===== src/rtl/fc_layer_seq.sv =====
// Fully-connected layer sequencer: walks every output neuron, streams input/weight
// addresses, lines accumulator strobes up with BRAM latency, writes each result, then reports done.
module fc_layer_seq #(
  parameter int Fully_Connect = 11,
  parameter int IN_LEN        = 98,
  parameter int OUT_LEN       = 2,
  parameter int RD_LAT        = 2,
  parameter int IDLE_ADDR     = 7878,
  parameter int WADDR_W       = 10,
  parameter int OADDR_W       = 4
) (
  input  logic               clk,
  input  logic               rst,
  input  logic [3:0]         state,
  output logic [12:0]        input_addr,
  output logic [WADDR_W-1:0] weight_addr,
  output logic               acc_clr,
  output logic               acc_en,
  output logic               out_we,
  output logic [OADDR_W-1:0] out_addr,
  output logic               done,
  output logic [2:0]         o_dbg_state
);

  localparam int KW = (IN_LEN > 1) ? $clog2(IN_LEN) : 1;
  localparam int NW = (OUT_LEN > 1) ? $clog2(OUT_LEN) : 1;

  typedef enum logic [2:0] {
    S_IDLE  = 3'd0,
    S_RUN   = 3'd1,
    S_DRAIN = 3'd2,
    S_WRITE = 3'd3,
    S_DONE  = 3'd4
  } st_t;

  st_t                r_st, w_nxt_st;
  logic [KW-1:0]      r_k, w_nxt_k;
  logic [NW-1:0]      r_n, w_nxt_n;
  logic [WADDR_W-1:0] r_w, w_nxt_w;
  logic [2:0]         r_dcnt, w_nxt_dcnt;
  logic [RD_LAT:0]    r_iss_dly;
  logic [RD_LAT:0]    r_first_dly;
  logic               w_start;
  logic               w_issue;

  assign w_start     = (state == 4'(Fully_Connect));
  assign w_issue     = (w_nxt_st == S_RUN);
  assign o_dbg_state = r_st;
  assign weight_addr = r_w;
  assign acc_en      = r_iss_dly[RD_LAT];
  // The first-term bit is only ever set together with issue, so it is already qualified.
  assign acc_clr     = r_first_dly[RD_LAT];

  always_comb begin
    w_nxt_st   = r_st;
    w_nxt_k    = r_k;
    w_nxt_n    = r_n;
    w_nxt_w    = r_w;
    w_nxt_dcnt = '0;
    case (r_st)
      S_IDLE: begin
        w_nxt_k = '0;
        w_nxt_n = '0;
        w_nxt_w = '0;
        if (w_start) w_nxt_st = S_RUN;
      end
      S_RUN: begin
        if (r_k == KW'(IN_LEN - 1)) begin
          w_nxt_st = S_DRAIN;
          w_nxt_k  = '0;
        end else begin
          w_nxt_k = r_k + 1'b1;
          w_nxt_w = r_w + 1'b1;
        end
      end
      S_DRAIN: begin
        if (r_dcnt == 3'(RD_LAT - 1)) w_nxt_st = S_WRITE;
        else                          w_nxt_dcnt = r_dcnt + 3'd1;
      end
      S_WRITE: begin
        if (r_n == NW'(OUT_LEN - 1)) begin
          w_nxt_st = S_DONE;
        end else begin
          // w keeps counting, so the next neuron begins at (n+1)*IN_LEN
          w_nxt_st = S_RUN;
          w_nxt_n  = r_n + 1'b1;
          w_nxt_w  = r_w + 1'b1;
        end
      end
      S_DONE:  w_nxt_st = S_DONE;
      default: w_nxt_st = S_IDLE;
    endcase
    // Losing the layer state aborts from anywhere and restarts cleanly later.
    if (!w_start) begin
      w_nxt_st   = S_IDLE;
      w_nxt_k    = '0;
      w_nxt_n    = '0;
      w_nxt_w    = '0;
      w_nxt_dcnt = '0;
    end
  end

  always_ff @(posedge clk or negedge rst) begin
    if (!rst) begin
      r_st        <= S_IDLE;
      r_k         <= '0;
      r_n         <= '0;
      r_w         <= '0;
      r_dcnt      <= '0;
      r_iss_dly   <= '0;
      r_first_dly <= '0;
      input_addr  <= 13'(IDLE_ADDR);
      out_we      <= 1'b0;
      out_addr    <= '0;
      done        <= 1'b0;
    end else begin
      r_st       <= w_nxt_st;
      r_k        <= w_nxt_k;
      r_n        <= w_nxt_n;
      r_w        <= w_nxt_w;
      r_dcnt     <= w_nxt_dcnt;
      input_addr <= w_issue ? 13'(w_nxt_k) : 13'(IDLE_ADDR);
      out_we     <= (w_nxt_st == S_WRITE);
      out_addr   <= OADDR_W'(w_nxt_n);
      done       <= (w_nxt_st == S_DONE);
      if (w_nxt_st == S_IDLE) begin
        r_iss_dly   <= '0;
        r_first_dly <= '0;
      end else begin
        r_iss_dly   <= {r_iss_dly[RD_LAT-1:0], w_issue};
        r_first_dly <= {r_first_dly[RD_LAT-1:0], w_issue && (w_nxt_k == '0)};
      end
    end
  end

endmodule

===== config.mk =====
export PLATFORM = sky130hd
export DESIGN_NAME = fc_layer_seq
export DESIGN_NICKNAME = d
export VERILOG_FILES = /design/src/rtl/fc_layer_seq.sv
export SDC_FILE = /design/constraint.sdc
export NUM_CORES = 1
export LEC_CHECK = 0
export CORE_MARGIN = 2
export CORE_UTILIZATION = 57
export CTS_BUF_LIST = sky130_fd_sc_hd__clkbuf_4 sky130_fd_sc_hd__clkbuf_8
export DETAILED_ROUTE_END_ITERATION = 6
export PLACE_DENSITY = 0.87
export SYNTH_ARGS = -nofsm -noshare
export SYNTH_HDL_FRONTEND = slang
export SYNTH_SLANG_ARGS = --single-unit

===== constraint.sdc =====
create_clock -name clk -period 2.8 [get_ports clk]
set_input_delay 0.84 -clock clk [delete_from_list [all_inputs] [get_ports clk]]
set_output_delay 0.84 -clock clk [all_outputs]
set_load 0.02 [all_outputs]

After elaboration in Yosys (flattened, before gate mapping)
Cells that the tools add are included.
- register bits: 45
- input bits: 6
- output and inout bits: 34
- logic and storage cells: 54
- eq/ne operators: 14
- reductions and logical operators: 5
- add/subtract/negate cells: 4
- mux-type cells: 21
- operators with widths (cell ; number):
    $mux W10 ; 3
    $pmux W10 S3 ; 1
    $mux W3 ; 9
    $pmux W3 S5 ; 1
    $mux W7 ; 2
    $pmux W7 S2 ; 1
    $mux W13 ; 1
    $add A10 B1 Y10 const B ; 1
    $eq A3 B1 Y1 const B ; 3
    $eq A3 B2 Y1 const B ; 3
    $add A7 B1 Y7 const B ; 1
    $eq A7 B7 Y1 const B ; 1
    $logic_not A7 Y1 ; 1
    $eq A3 B3 Y1 const B ; 2
    $logic_not A3 Y1 ; 2
    $ne A3 B3 Y1 const B ; 2
    $eq A4 B4 Y1 const B ; 1
    $ne A4 B1 Y1 const B ; 1
    $add A3 B1 Y3 const B ; 1
    $ne A3 B1 Y1 const B ; 1
    $reduce_and A3 Y1 ; 1
    $mux W1 ; 2
    $pmux W1 S2 ; 1
    $add A1 B1 Y1 const B ; 1
    $logic_and A1 B1 Y1 ; 1

Depth between registers and ports, before layout
- depth after elaboration: 7
- gate-level depth with buffers: 8
- depth with buffers taken out: 7

Worst setup path before layout
Ideal clock, no wire load.
- kind: input to register
- start: input port state[2]
- end: register r_first_dly[0]
- path buffers: 1
- stages on the path: 5
- required time: 2704 ps
- data arrival time: 2023 ps
- library setup time: 96 ps
- path slack: 681 ps
- cell sequence: nand4b_1 -> clkbuf_1 -> a21oi_1 -> or4_1 -> nor4_2
- cells in the longest elaborated chain, start to end: 5
- elaborated cells on any way between the ends: 8
- classes of those cells: 2 x eq/ne; 3 x mux; 3 x reduce/logical
- RTL lines (item ; RTL line ; RTL):
    from (decl) ; 14 ; input logic [3:0] state,
    $eq A4 B4 Y1 ; 46 ; assign w_start = (state == 4'(Fully_Connect));
    $mux W7 ; 94 ; if (!w_start) begin
    named net w_nxt_k[1] ; 37 ; logic [KW-1:0] r_k, w_nxt_k;
    $logic_not A7 Y1 ; 131 ; r_first_dly <= {r_first_dly[RD_LAT-1:0], w_issue && (w_nxt_k == '0)};
    $logic_and A1 B1 Y1 ; 131 ;
    $mux W3 ; 126 ; if (w_nxt_st == S_IDLE) begin
    to (signal assigned) ; 131 ;
    to (decl) ; 42 ; logic [RD_LAT:0] r_first_dly;
The timed path passes the listed nets, and every way through them passes these cells.
A chain may end at the register's enable or synchronous reset.

Worst setup path in the final report
- start: register r_st[1] (netlist: o_dbg_state[1])
- end: output port o_dbg_state[1]
- RTL lines (item ; RTL line ; RTL):
    from (decl) ; 36 ; st_t r_st, w_nxt_st;
    from (signal assigned) ; 117 ; r_st <= w_nxt_st;
    to (decl) ; 22 ; output logic [2:0] o_dbg_state
No word-level cell between the ends.

==> qor.yml <==
avgRoutedWirePerCell_um: 14.27
ys_seq_elements: 40
crit_required_ns: 1.96
rows: 21
io_buffers: 35
clock-sinks: 40
pre_cts_ws_ns: 0.1422
vias: 1517
cts_resized: 0
post-place-cells: 265
netlist_instances: 194
yosysMostFrequentCell: "dfrtp_1"
drt_iter0_drc: 71
synth_cell_types: 49
syn2layout_area_growth_pct: 20.91
synthTopCellsByCount: "dfrtp_1, a21oi_1, nor2_1, o21ai_0, and2_1"
hold_buffers: 0
finClkSkew_ns: 0.003968
gp_congestion: 0.8739
nNetsFinal: 235
peakVddDrop_mv: 0.4323
regArea_um2: 1006
crit_family: "buffers and inverters"
ys_top_cells_by_area: "dfrtp_1, dfstp_2, and2_1"
async_flop_share: 1.000
syn-cell-area_um2: 1974
die_w_um: 62.86
path_buf_inv: 1
cts_setup_buffers: 0
synth_flop_cell: "dfrtp_1"
drt_pass1_iterations: 5
root_buffer: "clkbuf_4"
drcViolationCount: 0
multiInputGateArea_um2: 842.1
synth_area_leader_cell: "dfrtp_1"
clock_path_buffers: 2
ys_seq_area_frac: 0.5095
grt_max_degree: 41
avgViaCountPerCell: 5.557
crit_arrival_ns: 1.74
grt_use_total: 0.2195
dieArea_um2: 3951
yosys_warnings: 0
finalHoldViolCount: 0
rsz0062_at_grt: "no"
synth_top_area_share: 0.4563
drive_above_1_share: 0.1145
grt_pass1_wl_um: 6741
core_um2: 3337
cts_tree: "yes"
synth-edff-count: 0
cts.clk_slew.worst_paths_ns: 0.12
maxSlewViolCount: 0
grt_pass1_vias: 1466
cp_max_fo: 17
slew_headroom: 0.4315
end_kind: "output pin"
fillers: 268
worstMarginPinSlew_ns: 0.8528
grt-ovfl-total: 0
die_y_um: 62.86
slowest_stage: "clkdlybuf4s50_1"
setup-tns-final_ns: 0
status: "complete, no violations"
antenna_found_initial: 0
instances_no_fill: 273
initial_utilization: 0.5917
critical-path-max-stage-delay_ns: 0.71
totalWireLength_um: 3897
htreeDepth: 2
fin_crit_ns: 2.582
cp-start-kind: "register"
numCtsBuffers: 5
final.period_utilization: 0.9220
setup_viol: 0
pin_count: 40
worstSkewPairLatency_ns: 0.36
final.setup.worst_slack_ns: 0.2184
setup.worst_path.class: "register to output pin"
p_per_area_nw_per_um2: 424.7
path_cells: "clkdlybuf4s50_1"
fmax_ghz: 0.3874
ant_nets: 0
max_cap_viol_count: 0
p_leak_uw: 0.0009779
dpl.hpwl_um: 2725
antenna-diode-count: 0
worst_hold_path_type: "register to register"
synth.avg_cell_area_um2: 10.18
placed cells by master (no fill, tap or decap), types with 2 or more instances in the layout:
cell             netlist  layout
buf_4                  9       3
nand4_1                2       2
xor2_1                 3       3
nor2_1                13      13
ha_1                   3       3
o21ai_0               13      13
a221oi_1               2       2
and2_1                12      12
clkbuf_4               0       5
or4_1                  2       2
nand2b_1               4       4
a21oi_1               14      14
nor2b_1                2       2
inv_1                  9       9
dfrtp_1               36      36
nand3b_1               2       2
nand2_1               11      11
clkdlybuf4s50_1        0      34
or2_2                  3       3
o32ai_1                2       2
nor3_1                 2       2
nand3_1                9       9
dfstp_2                4       4
conb_1                 1       4
or3_1                  6       6
through the flow:
| step | util | instance area, um^2 | hold WS, ns | total power (uW) |
|---|---|---|---|---|
| finish | 0.7154 | 2387 | 0.4608 | 1014 |
| global route | 0.7154 | 2387 | 0.4956 | 1056 |
| CTS | 0.7154 | 2387 | 0.4663 | 1019 |
| detailed placement | 0.6914 | 2307 | 0.4383 | 642.2 |
| global placement | 0.6914 | 2307 | 0.4303 | 641.4 |
| floorplan | - | 1986 | 0.4277 | 620.7 |
worst paths after layout:
check | startpoint | to | slack [ns] | cells after the start
setup / recovery | o_dbg_state[1] | o_dbg_state[1] | 0.22 | 1
hold / removal | r_iss_dly[0] | r_iss_dly[1] | 0.46 | 1
setup reg to reg | o_dbg_state[0] | r_first_dly[0] | 0.67 | 5
hold reg to reg | r_iss_dly[0] | r_iss_dly[1] | 0.46 | 1
max in group asynchronous | rst | weight_addr[1] | 1.69 | 1
min in group asynchronous | rst | r_iss_dly[2] | 0.57 | 1
sequential cells by signal, indices dropped and copies added (netlist names):
register,flops
done,1
input_addr,8
o_dbg_state,3
out_addr,1
out_we,1
r_dcnt,3
r_first_dly,3
r_iss_dly,3
r_k,7
weight_addr,10
cell families after synthesis:
group	after synthesis	synth area share
AND/OR/NAND/NOR	79	0.2490
other	1	0.001899
AO/OA/AOI/OAI	42	0.1331
adder cells (fa/ha/maj)	3	0.01901
XOR/XNOR	4	0.01775
buffers and inverters	25	0.06970
flip-flops	40	0.5095
final cells by class:
cell class / count / area share
flip-flops and latches: 40 / 0.4214
multi-input cells: 132 / 0.3527
inverters: 9 / 0.01415
repair buffers: 38 / 0.1541
well taps: 46 / 0.02411
clock buffers: 5 / 0.01572
clock inverters: 3 / 0.01782
power by group:
group          internal (uW)  leakage (uW)  total, uW  switching [uW]
Sequential               582      0.000545        584            2.66
Combinational           16.6      0.000392       46.2            29.6
Clock                    186     0.0000412        383             197
layer usage:
metal | track usage | wire, um
met3 | 0.05045 | 239
met2 | 0.3548 | 1866
met5 | 0 | 0
met4 | 0.08889 | 71
met1 | 0.2866 | 1720
No activity file was read; power rests on OpenSTA's default activity.
